$ cat config.mk
export PLATFORM = sky130hd
export DESIGN_NAME = hazard_stall_ctrl_flat
export DESIGN_NICKNAME = d
export VERILOG_FILES = /design/src/rtl/hazard_stall_ctrl_if.sv /design/src/rtl/hazard_stall_ctrl.sv /design/src/flat_wrapper.sv
export SDC_FILE = /design/constraint.sdc
export NUM_CORES = 1
export LEC_CHECK = 0
export ABC_CLOCK_PERIOD_IN_PS = 3200
export CAP_MARGIN = 10
export CELL_PAD_IN_SITES_DETAIL_PLACEMENT = 2
export CELL_PAD_IN_SITES_GLOBAL_PLACEMENT = 2
export CORE_ASPECT_RATIO = 1.25
export CORE_MARGIN = 4
export CORE_UTILIZATION = 30
export CTS_BUF_LIST = sky130_fd_sc_hd__clkbuf_4 sky130_fd_sc_hd__clkbuf_8 sky130_fd_sc_hd__clkbuf_16
export CTS_CLUSTER_SIZE = 10
export DETAILED_ROUTE_END_ITERATION = 10
export PLACE_DENSITY_LB_ADDON = 0.1
export REMOVE_ABC_BUFFERS = 1
export SLEW_MARGIN = 20
export SYNTH_ARGS = -nofsm -noshare
export SYNTH_HDL_FRONTEND = slang
export SYNTH_SLANG_ARGS = --single-unit
$ cat constraint.sdc
create_clock -name clk_i -period 3.2 [get_ports clk_i]
set_input_delay 0.32 -clock clk_i [delete_from_list [all_inputs] [get_ports clk_i]]
set_output_delay 0.32 -clock clk_i [all_outputs]
set_load 0.02 [all_outputs]
$ cat src/rtl/hazard_stall_ctrl_if.sv
// Signal bundle between the hazard/stall controller and the pipeline datapath.
// The pipeline side (master) supplies hazard inputs; the controller (slave) returns enables and status.
interface hazard_stall_ctrl_if #(
  parameter int CNT_W = 16
);
  logic [4:0]       RS1addr_IF_ID_i;
  logic [4:0]       RS2addr_IF_ID_i;
  logic             RS2used_i;
  logic [4:0]       RDaddr_ID_EX_i;
  logic             MemRead_ID_EX_i;
  logic             Branch_taken_i;
  logic             mem_stall_i;
  logic             PCWrite_o;
  logic             IF_ID_Write_o;
  logic             NoOp_o;
  logic             Flush_o;
  logic             Freeze_o;
  logic             timeout_o;
  logic [CNT_W-1:0] stall_cnt_o;
  logic [CNT_W-1:0] flush_cnt_o;

  modport master (
    output RS1addr_IF_ID_i, RS2addr_IF_ID_i, RS2used_i, RDaddr_ID_EX_i,
           MemRead_ID_EX_i, Branch_taken_i, mem_stall_i,
    input  PCWrite_o, IF_ID_Write_o, NoOp_o, Flush_o, Freeze_o,
           timeout_o, stall_cnt_o, flush_cnt_o
  );

  modport slave (
    input  RS1addr_IF_ID_i, RS2addr_IF_ID_i, RS2used_i, RDaddr_ID_EX_i,
           MemRead_ID_EX_i, Branch_taken_i, mem_stall_i,
    output PCWrite_o, IF_ID_Write_o, NoOp_o, Flush_o, Freeze_o,
           timeout_o, stall_cnt_o, flush_cnt_o
  );
endinterface

$ cat src/rtl/hazard_stall_ctrl.sv
// Hazard/stall controller for the 5-stage core: load-use bubbles, taken-branch flushes,
// data-memory wait freezes, a wait-timeout watchdog and saturating stall/flush counters.
module hazard_stall_ctrl #(
  parameter int MAX_WAIT = 64,
  parameter int CNT_W    = 16
) (
  input  logic              clk_i,
  input  logic              rst_i,
  hazard_stall_ctrl_if.slave hz
);

  localparam int WAIT_W = $clog2(MAX_WAIT + 1);

  typedef enum logic [1:0] {RUN, LU_BUBBLE, MEM_WAIT} state_t;

  state_t            state;
  state_t            state_nxt;
  logic [WAIT_W-1:0] wait_cnt;
  logic [WAIT_W-1:0] wait_nxt;
  logic              timeout;
  logic [CNT_W-1:0]  stall_cnt;
  logic [CNT_W-1:0]  flush_cnt;

  logic mem_stall;
  logic load_use;
  logic branch;
  logic pc_write;
  logic if_id_write;
  logic noop;
  logic flush;
  logic freeze;

  function automatic logic [CNT_W-1:0] sat_inc(input logic [CNT_W-1:0] v, input logic en);
    sat_inc = (en && (v != {CNT_W{1'b1}})) ? v + CNT_W'(1) : v;
  endfunction

  // Inputs are gated while reset is held so the outputs show plain RUN values.
  always_comb begin
    mem_stall = hz.mem_stall_i & ~rst_i;
    branch    = hz.Branch_taken_i & ~rst_i;
    load_use  = ~rst_i && (state != LU_BUBBLE) && hz.MemRead_ID_EX_i &&
                (hz.RDaddr_ID_EX_i != 5'd0) &&
                ((hz.RDaddr_ID_EX_i == hz.RS1addr_IF_ID_i) ||
                 (hz.RS2used_i && (hz.RDaddr_ID_EX_i == hz.RS2addr_IF_ID_i)));
  end

  // A MEM_WAIT cycle with the memory ready behaves exactly like RUN, so one decode serves all states.
  always_comb begin
    pc_write    = 1'b1;
    if_id_write = 1'b1;
    noop        = 1'b0;
    flush       = 1'b0;
    freeze      = 1'b0;
    state_nxt   = RUN;
    wait_nxt    = '0;
    if (mem_stall) begin
      pc_write    = 1'b0;
      if_id_write = 1'b0;
      freeze      = 1'b1;
      state_nxt   = MEM_WAIT;
      if (state != MEM_WAIT)
        wait_nxt = WAIT_W'(1);
      else if (wait_cnt == WAIT_W'(MAX_WAIT))
        wait_nxt = wait_cnt;
      else
        wait_nxt = wait_cnt + WAIT_W'(1);
    end else if (load_use) begin
      pc_write    = 1'b0;
      if_id_write = 1'b0;
      noop        = 1'b1;
      state_nxt   = LU_BUBBLE;
    end else if (branch) begin
      flush = 1'b1;
    end
  end

  always_ff @(posedge clk_i or posedge rst_i) begin
    if (rst_i) begin
      state     <= RUN;
      wait_cnt  <= '0;
      timeout   <= 1'b0;
      stall_cnt <= '0;
      flush_cnt <= '0;
    end else begin
      state     <= state_nxt;
      wait_cnt  <= wait_nxt;
      stall_cnt <= sat_inc(stall_cnt, ~pc_write);
      flush_cnt <= sat_inc(flush_cnt, flush);
      // Sticky: only reset clears it; the freeze itself continues regardless.
      if (mem_stall && (wait_nxt == WAIT_W'(MAX_WAIT)))
        timeout <= 1'b1;
    end
  end

  assign hz.PCWrite_o     = pc_write;
  assign hz.IF_ID_Write_o = if_id_write;
  assign hz.NoOp_o        = noop;
  assign hz.Flush_o       = flush;
  assign hz.Freeze_o      = freeze;
  assign hz.timeout_o     = timeout;
  assign hz.stall_cnt_o   = stall_cnt;
  assign hz.flush_cnt_o   = flush_cnt;

endmodule
$ cat src/flat_wrapper.sv
// flat-port wrapper written by rule: the top's interface ports become plain ports
module hazard_stall_ctrl_flat 
#(
  parameter int MAX_WAIT = 64,
  parameter int CNT_W    = 16
)
  (clk_i, rst_i, hz_RS1addr_IF_ID_i, hz_RS2addr_IF_ID_i, hz_RS2used_i, hz_RDaddr_ID_EX_i, hz_MemRead_ID_EX_i, hz_Branch_taken_i, hz_mem_stall_i, hz_PCWrite_o, hz_IF_ID_Write_o, hz_NoOp_o, hz_Flush_o, hz_Freeze_o, hz_timeout_o, hz_stall_cnt_o, hz_flush_cnt_o);
  hazard_stall_ctrl_if #(.CNT_W(CNT_W)) hz_i ();
  input  logic clk_i;
  input  logic rst_i;
  input wire logic [$bits(hz_i.RS1addr_IF_ID_i)-1:0] hz_RS1addr_IF_ID_i;
  input wire logic [$bits(hz_i.RS2addr_IF_ID_i)-1:0] hz_RS2addr_IF_ID_i;
  input wire logic [$bits(hz_i.RS2used_i)-1:0] hz_RS2used_i;
  input wire logic [$bits(hz_i.RDaddr_ID_EX_i)-1:0] hz_RDaddr_ID_EX_i;
  input wire logic [$bits(hz_i.MemRead_ID_EX_i)-1:0] hz_MemRead_ID_EX_i;
  input wire logic [$bits(hz_i.Branch_taken_i)-1:0] hz_Branch_taken_i;
  input wire logic [$bits(hz_i.mem_stall_i)-1:0] hz_mem_stall_i;
  output wire logic [$bits(hz_i.PCWrite_o)-1:0] hz_PCWrite_o;
  output wire logic [$bits(hz_i.IF_ID_Write_o)-1:0] hz_IF_ID_Write_o;
  output wire logic [$bits(hz_i.NoOp_o)-1:0] hz_NoOp_o;
  output wire logic [$bits(hz_i.Flush_o)-1:0] hz_Flush_o;
  output wire logic [$bits(hz_i.Freeze_o)-1:0] hz_Freeze_o;
  output wire logic [$bits(hz_i.timeout_o)-1:0] hz_timeout_o;
  output wire logic [$bits(hz_i.stall_cnt_o)-1:0] hz_stall_cnt_o;
  output wire logic [$bits(hz_i.flush_cnt_o)-1:0] hz_flush_cnt_o;
  assign hz_i.RS1addr_IF_ID_i = hz_RS1addr_IF_ID_i;
  assign hz_i.RS2addr_IF_ID_i = hz_RS2addr_IF_ID_i;
  assign hz_i.RS2used_i = hz_RS2used_i;
  assign hz_i.RDaddr_ID_EX_i = hz_RDaddr_ID_EX_i;
  assign hz_i.MemRead_ID_EX_i = hz_MemRead_ID_EX_i;
  assign hz_i.Branch_taken_i = hz_Branch_taken_i;
  assign hz_i.mem_stall_i = hz_mem_stall_i;
  assign hz_PCWrite_o = hz_i.PCWrite_o;
  assign hz_IF_ID_Write_o = hz_i.IF_ID_Write_o;
  assign hz_NoOp_o = hz_i.NoOp_o;
  assign hz_Flush_o = hz_i.Flush_o;
  assign hz_Freeze_o = hz_i.Freeze_o;
  assign hz_timeout_o = hz_i.timeout_o;
  assign hz_stall_cnt_o = hz_i.stall_cnt_o;
  assign hz_flush_cnt_o = hz_i.flush_cnt_o;
  hazard_stall_ctrl #(.MAX_WAIT(MAX_WAIT), .CNT_W(CNT_W)) u_core (.clk_i(clk_i), .rst_i(rst_i), .hz(hz_i));
endmodule
==> flow_summary.ini <==
[status]
status = finished, final reports clean

[clock_network]
clk_pin_slew_ns = 0.07
cts_buffers = 5
ctsHoldBuffers = 0
clock_sinks = 42
cts_resized = 0
post_cts_buffers = 0
cts-root-buf = clkbuf_8
cts_buffer_depth = 2
htreeDepth = 2
cts_tree = yes
clock_latency_ns = 0.29

[yosys]
synth_top_family_by_area = simple AND/OR/NAND/NOR gates
synth_cell_types = 42
synth_compound_area_share_pct = 7.16
async_reset_ff_share_pct = 100
synth_edf_count = 0
synthSimpleGateAreaFrac_pct = 24.2
yosysMostFrequentCell = dfrtp_1
synth_xor_area_share_pct = 16.4
synthFlopType = dfrtp_1
synth_area_leaders = dfrtp_1, xnor2_1, xor2_1
yosysSeqAreaShare_pct = 45.9
yosys.area_share.adder_pct = 2.19
synth.cell_area_um2 = 2290
synth_commonest_cells = dfrtp_1, xnor2_1, nand2_1, nand3_1, xor2_1
synthCells = 219
netlist.area_leader.share_pct = 45.9
synth_warnings = 0
ys_seq_elements = 42
synthMuxAreaShare_pct = 1.15
yosys.area.top_type = dfrtp_1
avgSynthCellArea_um2 = 10.5

[sta]
rsz0062_at_grt = false
period_minus_slack_ns = 2.84
max_freq_mhz = 352
finalCritPeriodShare_pct = 88.7
fin_ws_ns = 0.361
setup_tns_ns = 0
hold_viol_final = 0
fin_skew_ns = 0.00678
whs_ns = 0.236
worst_pin_slew_ns = 0.626
final-max-slew-violation-count = 0
worst_slew_margin_rel_pct = 58.2
setup_viol = 0

[cells_and_area]
drive_above_1_share_pct = 11.0
post-route-cell-area_um2 = 3080
num-nets-final = 307
antenna_cells = 0
syn2layout_area_growth_pct = 34.5

[place]
dp_slack_ns = 0.328
place_congestion = 0.714
port-buffer-count = 58
post-dp-hpwl_mm = 4.62
placed_area_um2 = 2970

[worst_setup_path]
cp.required_ns = 2.88
crit_start = rst_i
crit_path_end = hz_PCWrite_o
rrSetupSlack_ns = 1.08
r2r_end = u_core.hz.stall_cnt_o[1]
critPathMaxFanout = 18
r2r-start = u_core.hz.stall_cnt_o[0]
crit_path_top_delay_cell = clkdlybuf4s50_1
worstSetupPathType = input pin to output pin
worstPathCellList = clkdlybuf4s50_1 -> clkinv_1 -> nand2_1 -> clkinv_1 -> a21oi_4 -> clkdlybuf4s50_1
slowest_delay_ns = 0.72
rr_worst_depth = 6
cp-end-kind = output pin
start_kind = input pin
worst_ep_arrival_time_ns = 2.52

[drt]
post-route-drc-count = 0
viasPerCell = 4.91
drt.antenna.violating_nets = 0
dr_total_vias = 1840
wl_per_cell_um = 16.2
drt_wl_total_mm = 6.06
dr.pass1.iters = 4
drt-initial-drc-count = 46

[die]
die_width_um = 86.1
floorplan.die_area_um2 = 9100
fp.coreArea_um2 = 7400
die_h_um = 106
start_util_pct = 30.9
io_pins = 59
fp-row-count = 35

[pwr]
p_per_area_nw_per_um2 = 514
ir_drop_v = 0.000352
p_leak_nw = 1.24

[global_routing]
grt_pass1_vias = 2067
overflow = 0
grt_pass1_wl_mm = 10.4
grtUsageTotal_pct = 14.2
antenna_found_initial = 0
grt_max_degree = 42

[job]
maxCapViolations = 0

[worst_hold_path]
holdCritPathClass = input pin to async pin
[logic make-up (layout without fill, tap and decap cells)]
group | after synthesis | in the layout
buffers and inverters | 12 | 76
AOI/OAI and AO/OA | 18 | 18
xor gates and xnor gates | 43 | 43
adders and majority gates | 4 | 4
muxes | 2 | 2
DFF | 42 | 42
and+or+nand+nor | 98 | 98
[registers in the layout, indices dropped and copies added, names as in the netlist]
signal                 count
u_core.hz.stall_cnt_o     16
u_core.state               2
u_core.hz.flush_cnt_o     16
u_core.hz.timeout_o        1
u_core.wait_cnt            7
[per-layer routing]
layer	up-vias	track usage [%]	wire length, um
li1	885	-	-
met1	923	17.6	2630
met2	25	24.6	3170
met3	7	3.05	212
met4	0	3.73	48
met5	-	0	0
[layout by cell type (no fill, tap or decap), drive strengths merged, types with 5 or more instances in the layout]
cell type / n
xnor2: 30
nand3: 21
clkbuf: 7
xor2: 13
clkdlybuf4s50: 58
dfrtp: 42
and3: 12
a21oi: 6
nor2: 14
inv: 5
nand4: 9
nor3: 9
nand2: 20
[metrics by stage]
stage | power [mW] | utilization, % | std cells
6_report | 1.58 | 41.6 | 375
5_1_grt | 1.68 | 41.6 | 375
3_3_place_gp | 1.16 | 40.1 | 367
3_5_place_dp | 1.17 | 40.1 | 367
4_1_cts | 1.62 | 41.6 | 375
2_1_floorplan | 0.932 | - | 214
[power breakdown]
part | switching [mW] | internal, mW
clock network | 0.180 | 0.251
logic | 0.224 | 0.236
registers | 0.0898 | 0.603
[critical path: cells and delay by family]
family	cells	cell delay (ns)
buf+inv	4	1.50
simple gates	1	0.16
compound gates	1	0.52
[area by class of cell]
class / instances / area [um^2]
fill: 789 / 4320
multi-input combinational: 165 / 1170
sequential: 42 / 1050
timing repair buffer: 61 / 603
tap: 92 / 115
clock buffer: 7 / 83.8
clock inverter: 1 / 30.0
inverter: 7 / 26.3
[worst min path at each step]
stage                        startpoint                  end  slack, ns
global placement    u_core.hz.timeout_o  u_core.hz.timeout_o       0.46
CTS                               rst_i      u_core.state[0]       0.23
finish                            rst_i      u_core.state[0]       0.24
floorplan                hz_mem_stall_i   u_core.wait_cnt[0]       0.48
global route                      rst_i      u_core.state[0]       0.23
detailed placement  u_core.hz.timeout_o  u_core.hz.timeout_o       0.47
(Power assumes the default switching activity.)
